===== src/rtl/feature_pingpong_ctrl.sv =====
// Ping-pong scheduler for the two feature memory banks: grants the fetcher and the
// line buffer exclusive use of one bank each and tracks per-bank fill state and line count.
module feature_pingpong_ctrl #(
   parameter int LINE_CNT_WIDTH = 8
) (
   input  logic                      clk,
   input  logic                      rst,
   input  logic                      flush,
   input  logic                      fetch_req,
   output logic                      fetch_grant,
   output logic                      wr_bank_sel,
   input  logic                      fetch_done,
   input  logic [LINE_CNT_WIDTH-1:0] fill_lines,
   input  logic                      consume_req,
   output logic                      consume_grant,
   output logic                      rd_bank_sel,
   output logic [LINE_CNT_WIDTH-1:0] rd_lines,
   input  logic                      consume_done,
   output logic [1:0]                bank_empty,
   output logic [1:0]                bank_full,
   output logic                      busy,
   output logic                      protocol_err
);

   localparam logic [1:0] ST_EMPTY    = 2'd0;
   localparam logic [1:0] ST_FILLING  = 2'd1;
   localparam logic [1:0] ST_FULL     = 2'd2;
   localparam logic [1:0] ST_DRAINING = 2'd3;

   logic [1:0][1:0]                state_q, state_d;
   logic [1:0][LINE_CNT_WIDTH-1:0] cnt_q, cnt_d;
   logic                           wr_ptr_q, wr_ptr_d;
   logic                           rd_ptr_q, rd_ptr_d;
   logic                           fetch_grant_q, fetch_grant_d;
   logic                           consume_grant_q, consume_grant_d;
   logic [LINE_CNT_WIDTH-1:0]      rd_lines_q, rd_lines_d;
   logic                           err_q, err_d;

   // Only the bank under wr_ptr can be FILLING and only the one under rd_ptr DRAINING,
   // so the outstanding-transfer flags fall straight out of the bank state.
   logic wr_open, rd_open, fetch_ok, consume_ok;
   assign wr_open    = (state_q[wr_ptr_q] == ST_FILLING);
   assign rd_open    = (state_q[rd_ptr_q] == ST_DRAINING);
   assign fetch_ok   = fetch_req   && (state_q[wr_ptr_q] == ST_EMPTY);
   assign consume_ok = consume_req && (state_q[rd_ptr_q] == ST_FULL);

   always_comb begin
      state_d         = state_q;
      cnt_d           = cnt_q;
      wr_ptr_d        = wr_ptr_q;
      rd_ptr_d        = rd_ptr_q;
      rd_lines_d      = rd_lines_q;
      fetch_grant_d   = 1'b0;
      consume_grant_d = 1'b0;
      err_d           = 1'b0;
      if (flush) begin
         state_d  = {ST_EMPTY, ST_EMPTY};
         cnt_d    = '0;
         wr_ptr_d = 1'b0;
         rd_ptr_d = 1'b0;
      end else begin
         err_d = (fetch_done && !wr_open) || (consume_done && !rd_open);
         if (fetch_ok) begin
            state_d[wr_ptr_q] = ST_FILLING;
            fetch_grant_d     = 1'b1;
         end
         if (fetch_done && wr_open) begin
            if (fill_lines != '0) begin
               state_d[wr_ptr_q] = ST_FULL;
               cnt_d[wr_ptr_q]   = fill_lines;
               wr_ptr_d          = ~wr_ptr_q;
            end else begin
               state_d[wr_ptr_q] = ST_EMPTY;
            end
         end
         if (consume_ok) begin
            state_d[rd_ptr_q] = ST_DRAINING;
            consume_grant_d   = 1'b1;
            rd_lines_d        = cnt_q[rd_ptr_q];
         end
         if (consume_done && rd_open) begin
            state_d[rd_ptr_q] = ST_EMPTY;
            rd_ptr_d          = ~rd_ptr_q;
         end
      end
   end

   always_ff @(posedge clk or posedge rst) begin
      if (rst) begin
         state_q         <= {ST_EMPTY, ST_EMPTY};
         cnt_q           <= '0;
         wr_ptr_q        <= 1'b0;
         rd_ptr_q        <= 1'b0;
         fetch_grant_q   <= 1'b0;
         consume_grant_q <= 1'b0;
         rd_lines_q      <= '0;
         err_q           <= 1'b0;
      end else begin
         state_q         <= state_d;
         cnt_q           <= cnt_d;
         wr_ptr_q        <= wr_ptr_d;
         rd_ptr_q        <= rd_ptr_d;
         fetch_grant_q   <= fetch_grant_d;
         consume_grant_q <= consume_grant_d;
         rd_lines_q      <= rd_lines_d;
         err_q           <= err_d;
      end
   end

   genvar gi;
   generate
      for (gi = 0; gi < 2; gi++) begin : g_status
         assign bank_empty[gi] = (state_q[gi] == ST_EMPTY);
         assign bank_full[gi]  = (state_q[gi] == ST_FULL);
      end
   endgenerate

   assign busy          = ~&bank_empty;
   assign fetch_grant   = fetch_grant_q;
   assign consume_grant = consume_grant_q;
   assign wr_bank_sel   = wr_ptr_q;
   assign rd_bank_sel   = rd_ptr_q;
   assign rd_lines      = rd_lines_q;
   assign protocol_err  = err_q;

endmodule


===== config.mk =====
export PLATFORM = sky130hd
export DESIGN_NAME = feature_pingpong_ctrl
export DESIGN_NICKNAME = d
export VERILOG_FILES = /design/src/rtl/feature_pingpong_ctrl.sv
export SDC_FILE = /design/constraint.sdc
export NUM_CORES = 1
export LEC_CHECK = 0
export BUFFER_PORTS_ARGS = -buffer_cell sky130_fd_sc_hd__buf_2
export CELL_PAD_IN_SITES_DETAIL_PLACEMENT = 1
export CELL_PAD_IN_SITES_GLOBAL_PLACEMENT = 1
export CORE_ASPECT_RATIO = 0.5
export CORE_UTILIZATION = 35
export CTS_CLUSTER_DIAMETER = 40
export DETAILED_ROUTE_END_ITERATION = 12
export GPL_ROUTABILITY_DRIVEN = 0
export PLACE_DENSITY_LB_ADDON = 0.2
export SLEW_MARGIN = 20
export SYNTH_ARGS = -nofsm -noshare
export SYNTH_HDL_FRONTEND = slang
export SYNTH_SLANG_ARGS = --single-unit

===== constraint.sdc =====
create_clock -name clk -period 2.9 [get_ports clk]
set_input_delay 0.58 -clock clk [delete_from_list [all_inputs] [get_ports clk]]
set_output_delay 0.58 -clock clk [all_outputs]
set_load 0.02 [all_outputs]

# After elaboration in Yosys (flattened, before gate mapping)
# Cells that the tools add are included.
# word_totals
out_inout_bits,18
reg_bits,33
in_bits,15
wordCells,90
# classes
order_cmp,4
muxes,35
n_eq_ne,5
bitwise_logic,14
reduce_logical,22
# ops
op,count
16-bit two-way mux,3
4-bit two-way mux,9
8-bit two-way mux,3
16-bit bitwise mux,1
2-bit two-way mux,6
1-bit two-way mux,10
4-bit AND,2
8-bit demux with 1-bit select,1
2-bit equality test (second input constant),4
1-bit logical AND,8
4-bit NOT,2
8-bit nonzero test,1
2-bit logical NOT,3
2-bit AND reduction,3
2-bit nonzero test,3
2-bit AND,2
2-bit demux with 1-bit select,2
1-bit by 2-bit < comparator with 1-bit output (second input constant),2
2-bit NOT,2
2-bit bitwise OR,2
4-bit bitwise OR,1
1-bit logical NOT,3
1-bit NOT,3
2-bit by 1-bit equality test with 1-bit output (second input constant),1
other kinds (2),3

# Logic depth before layout (Yosys ltp)
# depth
word_depth,18
depth_mapped,5
depth_no_buf,3

# Worst setup path after synthesis
# No wires, ideal clock.
# synth_path
kind,flip-flop to flip-flop
from,"reg rd_ptr_q, in the netlist rd_bank_sel"
to,"reg rd_lines_q[0], in the netlist rd_lines[0]"
slack_ps,1164
synth_period_minus_slack_ps,1736
t_arrival_ps,1611
path_stages_with_launch,5
setup_time_ps,125
path_buffers,1
required_time_ps,2775
cell_sequence,dfrtp_1 > buf_2 > or3b_4 > a21oi_4 > mux2_2
# synth_via
elab_chain_len,5
word_cells_on_any_way,7
classes_between,eq/ne (1); mux (4); reduce/logical (2)
# synth_lines
item,line,rtl
start: declaration,33,"logic rd_ptr_q, rd_ptr_d;"
start signal: assignment,102,rd_ptr_q <= rd_ptr_d;
2-bit two-way mux (implied by the code) (2 in a row),45,assign consume_ok = consume_req && (state_q[rd_ptr_q] == ST_FULL);
2-bit equality test,45,
1-bit logical AND,45,
2-bit AND reduction (no line),-,
end signal: assignment,105,rd_lines_q <= rd_lines_d;
end: declaration,36,"logic [LINE_CNT_WIDTH-1:0] rd_lines_q, rd_lines_d;"
# Parallel ways exist; a longest one is shown, timed or not. The select of a mux whose other input is x is not followed.
# A chain may end at the register's enable or synchronous reset.

# Final worst setup path
# layout_path
from,reg state_q[1] (netlist bit)
to,"reg rd_lines_q[4], in the netlist rd_lines[4]"
# layout_via
elab_chain_len,5
# layout_lines
item,line,rtl
start: declaration,30,"logic [1:0][1:0] state_q, state_d;"
start signal: assignment,90,"state_q <= {ST_EMPTY, ST_EMPTY};"
start signal: assignment,99,state_q <= state_d;
2-bit two-way mux (implied by the code) (2 in a row),45,
2-bit equality test,45,
1-bit logical AND,45,
2-bit AND reduction (no line),-,
# No other way between the ends. The select of a mux whose other input is x is not followed.

==> impl_summary.md <==
Power
The maximum vdd ir drop is approximately 220 µV. For this design the ratio of total power to cell area is between 400 and 500 nW/µm². Summed over all cells, the static leakage comes to a little under 1 nW. The total chip power is roughly 0.98 mW.

Final layout
The area growth from synthesis to layout is 17.6%. The ratio of cells with drive above 1 in the final layout is 0.345. The count of inserted antenna diode cells is 0. The count of nets after finishing is 191. Counting the fill cells in the layout gives between 400 and 500.

Routing
The detailed router finished its first iteration with 46 violations. The number of vias per cell after detailed routing is ~4.9. The routed length per instance is around 16 µm. The routed design has about 3800 µm of wire. The number of iterations in the first detailed-routing pass is 4. The post-route antenna net violation count is 0.

The total number of vias is 1190. After detailed routing, the number of remaining DRC violations is 0.

Synth
After synthesis, the cell types taking the most area are dfrtp_1 (49%), mux2_2 (11%), nand2b_1 (9.7%), mux2i_1 (9.6%), nand3b_1 (1.3%). The number of nets in the synthesized netlist is around 160. For this run, the number of Yosys warnings is 0. The synthesized design contains 0 enable-type register cells. The synthesized area divided by synthesized cell count is between 10 and 15 µm².

Yosys mapped the design onto 32 distinct sky130hd cell types. The top cell type by total area after synthesis is dfrtp_1. The area share of the leading cell type in the synthesized netlist is 0.493. Synthesis inferred 33 register bits.

The most used flip-flop cell after synthesis is dfrtp_1. The most common cell in the synthesized netlist is dfrtp_1. The share of the Yosys chip area taken by registers is 0.493.

The share of async-settable or async-resettable flops after synthesis is 1.00. The mapped netlist covers around 1700 µm². Counting instances in the post-synthesis netlist gives the leading cell types as dfrtp_1 (33), nand2b_1 (26), mux2_2 (16), mux2i_1 (16). The synthesized netlist cell count is between 100 and 150.

Critical path
The classification of the worst setup path is reg2reg. The slowest stage of the critical path belongs to the cell dfrtp_1. The cell family with the largest share of critical-path delay is flip-flops. STA classifies the critical path startpoint as a flip-flop. The worst reg-to-reg path cell count is 3. The data required time of the critical path is ~3100 ps.

The sort of element at the end of the critical path is a flip-flop. Along the worst path, the maximum fanout reaches 9. At the worst endpoint, the arrival time is ~2000 ps. The largest single stage delay on the critical path is 510 ps. The buffering stage count on the worst path with inverters included is 0.

The critical path runs through a total of 3 cells. The signal on the critical path passes through or3b_4 > a21oi_4 > mux2_2.

Floorplan
The number of top-level design ports is 33. The effective utilization at floorplan is 0.373. The standard-cell row count is 17. The die is a little over 50 µm tall. The floorplan step set the die width to around 100 µm. The floorplan step defined a die boundary enclosing between 5000 and 6000 µm². The floorplan step defined a core boundary enclosing 4490 µm².

STA
The final hold violation count came to 0. The count of final max-slew check failures came to 0. On the final layout, the worst clock skew is approximately 2.5 ps. The part of the cycle the worst path needs is 0.628. Setup repair after global routing left no endpoint under its margin. The final setup TNS is 0 ps. The smallest clock period supported by the final layout is computed as 1820 ps. The worst max-slew margin expressed relative to the limit is 0.550.

For the pin with the worst max-slew slack, the measured transition is about 670 ps. Setup violations remaining at the end of the flow were counted as 0. Timing would allow up to between 500 and 600 MHz.

GRT
The global routing met2 resource utilization is 0.237. In this run the most used layer during global routing was met1. The initial antenna violation count was 0.

For this run, global-route usage on met1 was measured as 0.242. For this run, global-route usage on met3 was measured as 0.0520. The first global-routing pass estimated approximately 6300 µm of wire. The via count of the first global-routing pass came to between 1000 and 1500.

The total routing resource utilization after global routing is 0.170. Global routing finished with a remaining overflow of 0. The largest net degree at the start of global routing is 34.

CTS
The root buffer selected by CTS is clkbuf_8. Post-CTS repair changed the size of 0 cells. The clock reaches the later pin of the worst-skew pair after ~280 ps.

Clock-pin slew was measured on the worst setup and hold paths at 60 ps. CTS saw 33 sinks. The number of hold buffers added after CTS was 0. The number of setup buffers added after CTS is 0. The number of clock buffers added by TritonCTS is 5. The H-tree depth is 2. The clock tree from TritonCTS is done. The clock passes through at most 2 buffers.

Placed design
Summed over all nets, the half-perimeter wirelength after detailed placement is roughly 2600 µm. Port buffering added 32 buffers.

Status
The run finished with clean final reports.

Hold path
The type of the most critical hold path is in2async.

Flow run
The number of maximum-capacitance violations is 0.
## final timing paths
check | start | endpoint | slack, ps
max in group asynchronous | rst | rd_lines[0] | 2200
hold reg to reg | rd_lines[3] | rd_lines[3] | 500
setup reg to reg | state_q[1] | rd_lines[4] | 1080
hold / removal | rst | protocol_err | 380
min in group clk | rd_lines[3] | rd_lines[3] | 500
setup / recovery | state_q[1] | rd_lines[4] | 1080
## report_power, final
group          leakage (nW)  switching, mW  internal [mW]  total [mW]
clock                0.0395          0.159          0.170       0.329
combinational         0.467         0.0872         0.0645       0.152
sequential            0.454         0.0210          0.483       0.504
total                 0.961          0.267          0.718       0.985
## routing by layer
layer  share of wire  vias up
met5               0        -
met4           0.018        0
met3           0.048        7
met2            0.40       25
met1            0.54      591
li1                -      567
## cell usage in the layout (no fill, tap or decap), types with 2 or more instances in the layout
cell type  Yosys  routed
inv_1          3       3
clkbuf_1       4       3
nor3_1         2       2
o311ai_0       2       2
nand2b_1      26      26
nand2_1        2       2
mux2_2        16      16
buf_2          4      32
nor3b_1        2       2
nor4_1         2       2
mux2i_1       16      16
a21boi_0       2       2
nand3_1        2       2
a21oi_1        4       4
nor2b_1        3       3
nand3b_1       3       3
dfrtp_1       33      33
clkbuf_8       0       5
nor2_1         4       4
buf_4          0       3
## logic make-up after synthesis
group                  synth area share
and+or+nand+nor                   0.194
DFF                               0.493
muxes                             0.203
AOI/OAI and AO/OA                0.0732
buffers and inverters            0.0366
## cell type report
cell class	instances	area, µm²	share of cell area
sequential	33	826	0.419
clock buffer	8	80.1	0.0406
timing repair buffer	35	183	0.0927
tap	66	82.6	0.0419
inverter	3	11.3	0.00571
multi-input combinational	98	788	0.400
## worst register-to-register path: stages (launching register included)
cell and delay, ps:
dfrtp_1 510, or3b_4 440, a21oi_4 370, mux2_2 390
## registers in the layout, indices dropped and copies added, names as in the netlist
name	count
cnt_q	16
consume_grant	1
fetch_grant	1
protocol_err	1
rd_bank_sel	1
rd_lines	8
state_q	4
wr_bank_sel	1
## per-stage QoR
stage,area (µm²),util,worst slack [ps],instances,hold WS (ps)
4_1_cts,1970,0.439,1070,243,404
3_3_place_gp,1890,0.421,911,235,485
5_1_grt,1970,0.439,1010,243,418
2_1_floorplan,1680,-,1160,144,510
6_report,1970,0.439,1080,243,384
3_5_place_dp,1890,0.421,836,235,491
(Power assumes the default switching activity.)
